<file path="src/rtl/reg_file_wb_pkg.sv">
// Purpose: shared constants for the writeback register file and the pipeline stages.
// Contents: data width, register address width, link and zero register indices.
package reg_file_wb_pkg;

  localparam int unsigned WB_DATA_W = 32;
  localparam int unsigned WB_NREG   = 32;
  localparam int unsigned WB_ADDR_W = $clog2(WB_NREG);

  localparam logic [WB_ADDR_W-1:0] WB_LINK_REG = WB_ADDR_W'(31);
  localparam logic [WB_ADDR_W-1:0] WB_ZERO_REG = '0;

endpackage

</file>
<file path="src/rtl/reg_file_wb_ld_scoreboard.sv">
// Purpose: pending-load scoreboard. One bit per register marks a load in flight;
//   decode stalls on a pending operand unless this cycle's load writeback resolves it.
// Ports:
//   clk, rst_n       clock, async active-low reset
//   i_iss_ld/i_iss_dst  load issued this cycle and its destination
//   i_clr/i_clr_dst     load writeback this cycle and its effective destination
//   i_rs_addr/i_rt_addr operand addresses being decoded
//   o_stall             operand pending, decode must hold
module reg_file_wb_ld_scoreboard
  import reg_file_wb_pkg::*;
#(
  parameter int unsigned NREG = WB_NREG
) (
  input  logic                 clk,
  input  logic                 rst_n,
  input  logic                 i_iss_ld,
  input  logic [WB_ADDR_W-1:0] i_iss_dst,
  input  logic                 i_clr,
  input  logic [WB_ADDR_W-1:0] i_clr_dst,
  input  logic [WB_ADDR_W-1:0] i_rs_addr,
  input  logic [WB_ADDR_W-1:0] i_rt_addr,
  output logic                 o_stall
);

  logic [NREG-1:0] r_pend;
  logic [NREG-1:0] w_pend_d;
  logic            w_rs_byp;
  logic            w_rt_byp;

  always_comb begin
    w_pend_d = r_pend;
    if (i_clr) w_pend_d[i_clr_dst] = 1'b0;
    // Set after clear: a newer load owns the register over the retiring one.
    if (i_iss_ld && (i_iss_dst != WB_ZERO_REG)) w_pend_d[i_iss_dst] = 1'b1;
    w_pend_d[0] = 1'b0;
  end

  always_ff @(posedge clk or negedge rst_n) begin
    if (!rst_n) r_pend <= '0;
    else        r_pend <= w_pend_d;
  end

  // Load data arriving this cycle is bypassed, so the operand no longer needs to wait.
  assign w_rs_byp = i_clr && (i_clr_dst == i_rs_addr);
  assign w_rt_byp = i_clr && (i_clr_dst == i_rt_addr);
  assign o_stall  = (r_pend[i_rs_addr] && !w_rs_byp) || (r_pend[i_rt_addr] && !w_rt_byp);

endmodule

</file>
<file path="src/rtl/reg_file_wb.sv">
// Purpose: writeback-side register file. Commits the writeback word to a 32 x 32 array,
//   serves two combinational read ports with same-cycle bypass, and tracks pending loads.
// Ports:
//   clk, rst_n                    clock, async active-low reset
//   wb_en/wb_dst/wb_isLd/wb_isCall/wb_data  writeback request
//   rs_addr/rt_addr -> rs_data/rt_data       read ports (r0 reads 0)
//   iss_ld/iss_dst                load issue for the scoreboard
//   stall                         operand pending, decode must hold
module reg_file_wb
  import reg_file_wb_pkg::*;
#(
  parameter int unsigned DATA_W   = WB_DATA_W,
  parameter int unsigned NREG     = WB_NREG,
  parameter int unsigned LINK_REG = 31
) (
  input  logic                 clk,
  input  logic                 rst_n,
  input  logic                 wb_en,
  input  logic [WB_ADDR_W-1:0] wb_dst,
  input  logic                 wb_isLd,
  input  logic                 wb_isCall,
  input  logic [DATA_W-1:0]    wb_data,
  input  logic [WB_ADDR_W-1:0] rs_addr,
  input  logic [WB_ADDR_W-1:0] rt_addr,
  output logic [DATA_W-1:0]    rs_data,
  output logic [DATA_W-1:0]    rt_data,
  input  logic                 iss_ld,
  input  logic [WB_ADDR_W-1:0] iss_dst,
  output logic                 stall
);

  localparam logic [WB_ADDR_W-1:0] LinkAddr = WB_ADDR_W'(LINK_REG);

  logic [DATA_W-1:0]    r_regs [NREG];
  logic [WB_ADDR_W-1:0] w_wdst;
  logic                 w_wb;
  logic                 w_we;
  logic                 w_ld_clr;

  assign w_wdst   = wb_isCall ? LinkAddr : wb_dst;
  // Gated by rst_n so the bypass path cannot leak data while reset is held.
  assign w_wb     = wb_en && rst_n;
  assign w_we     = w_wb && (w_wdst != WB_ZERO_REG);
  assign w_ld_clr = w_wb && wb_isLd;

  always_ff @(posedge clk or negedge rst_n) begin
    if (!rst_n) begin
      for (int i = 0; i < NREG; i++) r_regs[i] <= '0;
    end else if (w_we) begin
      r_regs[w_wdst] <= wb_data;
    end
  end

  always_comb begin
    rs_data = r_regs[rs_addr];
    if (w_we && (w_wdst == rs_addr)) rs_data = wb_data;
    if (rs_addr == WB_ZERO_REG)      rs_data = '0;
    rt_data = r_regs[rt_addr];
    if (w_we && (w_wdst == rt_addr)) rt_data = wb_data;
    if (rt_addr == WB_ZERO_REG)      rt_data = '0;
  end

  reg_file_wb_ld_scoreboard #(
    .NREG (NREG)
  ) u_ld_scoreboard (
    .clk       (clk),
    .rst_n     (rst_n),
    .i_iss_ld  (iss_ld),
    .i_iss_dst (iss_dst),
    .i_clr     (w_ld_clr),
    .i_clr_dst (w_wdst),
    .i_rs_addr (rs_addr),
    .i_rt_addr (rt_addr),
    .o_stall   (stall)
  );

endmodule
</file>
<file path="config.mk">
export PLATFORM = sky130hd
export DESIGN_NAME = reg_file_wb
export DESIGN_NICKNAME = d
export VERILOG_FILES = /design/src/rtl/reg_file_wb_pkg.sv /design/src/rtl/reg_file_wb_ld_scoreboard.sv /design/src/rtl/reg_file_wb.sv
export SDC_FILE = /design/constraint.sdc
export NUM_CORES = 2
export LEC_CHECK = 0
export CORE_ASPECT_RATIO = 0.9
export CORE_MARGIN = 10
export CORE_UTILIZATION = 30
export DETAILED_ROUTE_END_ITERATION = 8
export PLACE_DENSITY = 0.55
export SYNTH_ARGS = -nofsm -noshare
export SYNTH_HDL_FRONTEND = slang
export SYNTH_SLANG_ARGS = --single-unit
</file>
<file path="constraint.sdc">
create_clock -name clk -period 2.2 [get_ports clk]
set_input_delay 0.33 -clock clk [delete_from_list [all_inputs] [get_ports clk]]
set_output_delay 0.33 -clock clk [all_outputs]
set_load 0.03 [all_outputs]
</file>
==> flow_summary_export.csv <==
group,metric,value,unit
critical_path,critPathLaunchType,"register",
clock_network,cts_num_sinks,1055,
global_routing,grt_use_total,18.8,%
synth,synth_compound_area_share,4.11,%
sta,worst_slew_pin_slew,0.983,ns
sta,relSlewSlack,34.5,%
synth,synthAdderAreaFrac,0,%
global_routing,grt_pass1_wl,289000,um
sta,clock_skew,0,ns
clock_network,root_buffer,"clkbuf_16",
critical_path,worstSetupPathType,"reg2out",
synth,syn_nets,3894,
drt,vias_per_cell,5.54,
critical_path,endpoint_kind,"output pin",
sta,layout_setup_ws,-0.670,ns
sta,slew_violations,0,
sta,min_period_over_period,130,%
clock_network,cts.reportedPaths.clkPinSlew,0.06,ns
outcome,status,"complete, but fails checks",
floorplanning,num_rows,151,
floorplanning,die_w,478,um
power_and_ir_drop,power_density,731,nW/um^2
flow_run,drv_cap,0,
floorplanning,core-area,188000,um^2
cells_and_area,final_net_count,4242,
synth,synth.area.mux_share,42.9,%
synth,synthSimpleGateAreaFrac,2.90,%
synth,ys_types,51,
place,dp.cells,6572,
min_path,hp-class,"in2reg",
clock_network,numCtsBuffers,116,
synth,yosysSeqAreaShare,46.6,%
place,dp_hpwl,133000,um
critical_path,crit_fanout,3,
drt,finalWirelength,199000,um
synth,synth_top_family_by_area,"multiplexers",
place,place.gp.congestion,0.830,
sta,setup_viol,65,
sta,finalHoldViolations,0,
synth,yosysWarnings,0,
drt,ant_nets,0,
global_routing,grt_max_degree,176,
sta,whs,0.258,ns
sta,fmax,0.348,GHz
drt,drc,0,
synth,synth_area,56700,um^2
place,post-place-ws,-0.900,ns
clock_network,htreeDepth,3,
cells_and_area,layout-drive-gt1-share,59.8,%
clock_network,clkLatencyLatePin,0.74,ns
drt,drtIter0Drc,3000,
global_routing,grt_pass1_vias,39600,
cells_and_area,area_growth,25.9,%
floorplanning,dieArea,207000,um^2
floorplanning,boundaryPins,123,
global_routing,grt_antenna_before_repair,5,
drt,wl_per_cell,29.3,um
synth,syn-instance-count,3836,
drt,via_count,37700,
critical_path,required,1.87,ns
global_routing,grt_overflow_total,0,
drt,first_pass_iters,7,
cells_and_area,instances_no_fill,6801,
synth,synth-xor-area-share,0.0772,%
sta,min_period,2.87,ns
synth,synth-seq-cells,1055,
sta,rsz0062_at_grt,"true",
power_and_ir_drop,p_leak,31.4,nW
place,portBuffers,122,
floorplanning,start_util,30.2,%
synth,syn_area_per_cell,14.8,um^2
clock_network,clockBufferDepth,3,
outcome,violations,"setup timing",
floorplanning,die_h,432,um
power_and_ir_drop,ir_worst_vdd,0.637,mV
clock_network,cts_tree,"done",
critical_path,worst-endpoint-arrival,2.54,ns
[kinds of logic (layout without fill, tap and decap cells)]
family / count (synthesis) / count (layout)
xor+xnor: 5 / 5
compound gates: 285 / 285
buf+inv: 444 / 884
flops: 1055 / 1055
other cells: 0 / 1
mux: 1659 / 1659
simple gates: 388 / 388
[routing by layer]
metal | wire (um) | part of all wire, % | global-route usage (%) | vias up
met1 | 85000 | 43 | 25.3 | 20500
met4 | 6500 | 3.3 | 5.77 | 0
met2 | 96700 | 49 | 31.3 | 1202
met3 | 10900 | 5.5 | 3.02 | 351
met5 | 0 | 0 | 0 | -
li1 | - | - | - | 15600
[cell usage after synthesis (all sizes together)]
cell | number | area, um^2
nand2 | 290 | 1090
o21ai | 63 | 315
a21oi | 5 | 40.0
nor4 | 2 | 18.8
a221oi | 1 | 8.76
inv | 2 | 7.50
a221o | 1 | 10.0
a32o | 64 | 641
xnor2 | 4 | 35.0
a211oi | 2 | 15.0
or3 | 1 | 11.3
mux2 | 994 | 11200
a32oi | 127 | 1110
and2 | 7 | 43.8
o21a | 1 | 8.76
and3 | 4 | 25.0
nand3 | 15 | 75.1
nor3 | 12 | 70.1
or2 | 2 | 12.5
nor4b | 1 | 23.8
nand4 | 4 | 25.0
o221ai | 1 | 8.76
xor2 | 1 | 8.76
a21o | 2 | 15.0
nor2 | 26 | 97.6
a31oi | 3 | 18.8
dfrtp | 1055 | 26400
a31o | 1 | 8.76
nor2b | 17 | 106
buf | 225 | 1130
mux2i | 148 | 1480
o41ai | 2 | 36.3
mux4 | 517 | 11600
nand2b | 5 | 31.3
nor3b | 1 | 7.51
and4 | 1 | 8.76
clkbuf | 217 | 815
a22oi | 7 | 52.6
o211ai | 5 | 37.5
[path summary, 6_finish.rpt]
| check | start | end | slack [ns] | cells after the start |
|---|---|---|---|---|
| max in group asynchronous | rst_n | r_regs[876]$_DFFE_PN0P_ | 0.34 | 6 |
| max | u_ld_scoreboard.r_pend[7]$_DFF_PN0_ | stall | -0.67 | 6 |
| min reg2reg | r_regs[1007]$_DFFE_PN0P_ | r_regs[1007]$_DFFE_PN0P_ | 0.39 | 0 |
| max reg2reg | r_regs[923]$_DFFE_PN0P_ | r_regs[923]$_DFFE_PN0P_ | 1.19 | 3 |
| min | wb_dst[1] | u_ld_scoreboard.r_pend[30]$_DFF_PN0_ | 0.26 | 6 |
| min in group asynchronous | rst_n | r_regs[64]$_DFFE_PN0P_ | 0.30 | 4 |
[cell type report]
cell class | instances | area (um^2)
Clock inverter | 43 | 597
Antenna cell | 1 | 2.50
Sequential cell | 1055 | 26400
Inverter | 2 | 22.5
Fill cell | 17600 | 117000
Timing Repair Buffer | 672 | 8230
Multi-Input combinational cell | 2337 | 29600
Tap cell | 2524 | 3160
Clock buffer | 167 | 3370
[critical path: stages (launching register included)]
cell	delay [ns]
dfrtp_1	0.41
mux4_2	0.50
o211ai_1	0.21
and4_4	0.26
a31o_4	0.15
o221ai_4	0.10
buf_6	0.16
[power by group]
group | internal, W | switching (W) | leakage, nW
registers | 0.0213 | 0.00132 | 14.2
logic | 0.00491 | 0.00420 | 15.3
clock network | 0.0119 | 0.00857 | 1.93
[through the flow]
step / TNS, ns / utilization [%] / instance area [um^2] / power, W
detailed placement: -545.37 / 35.0 / 65800 / 0.0316
global placement: -540.62 / 35.0 / 65800 / 0.0314
CTS: -41.80 / 37.7 / 70800 / 0.0524
floorplan: -3.57 / - / 57000 / 0.0279
finish: -35.91 / 38.0 / 71400 / 0.0522
global route: -40.92 / 38.0 / 71400 / 0.0542
[registers in the layout, summed over array words and instances (netlist names)]
register / cells
u_ld_scoreboard.r_pend: 31
r_regs: 1024
[placed cells by master, fill, tap and decap left out, types with 6 or more instances in the layout]
cell	n
clkbuf_8	23
nor2_1	12
nor2_4	10
mux2_2	978
a22oi_1	6
clkbuf_1	26
buf_16	9
mux2_1	16
o21ai_0	62
buf_12	204
nand2_1	269
clkdlybuf4s50_1	39
buf_6	77
clkinv_2	17
buf_8	7
nor2b_1	11
nand2_2	8
mux2i_4	7
nor2b_4	6
clkbuf_16	119
nand3_1	14
clkinvlp_4	6
mux2i_2	42
bufinv_16	11
a32o_2	64
a32oi_1	65
buf_4	327
mux4_2	517
nand2_4	13
dfrtp_1	1055
a32oi_2	58
mux2i_1	99
[timing repair]
action	CTS	global route
endpoints found under the setup margin	86	101
pin swaps	93	90
endpoints found under the hold margin	134	0
setup buffers	25	23
resized for setup	198	86
hold buffers	1	0
gates cloned	7	1
Note: power is estimated with default switching activity, not from simulation.
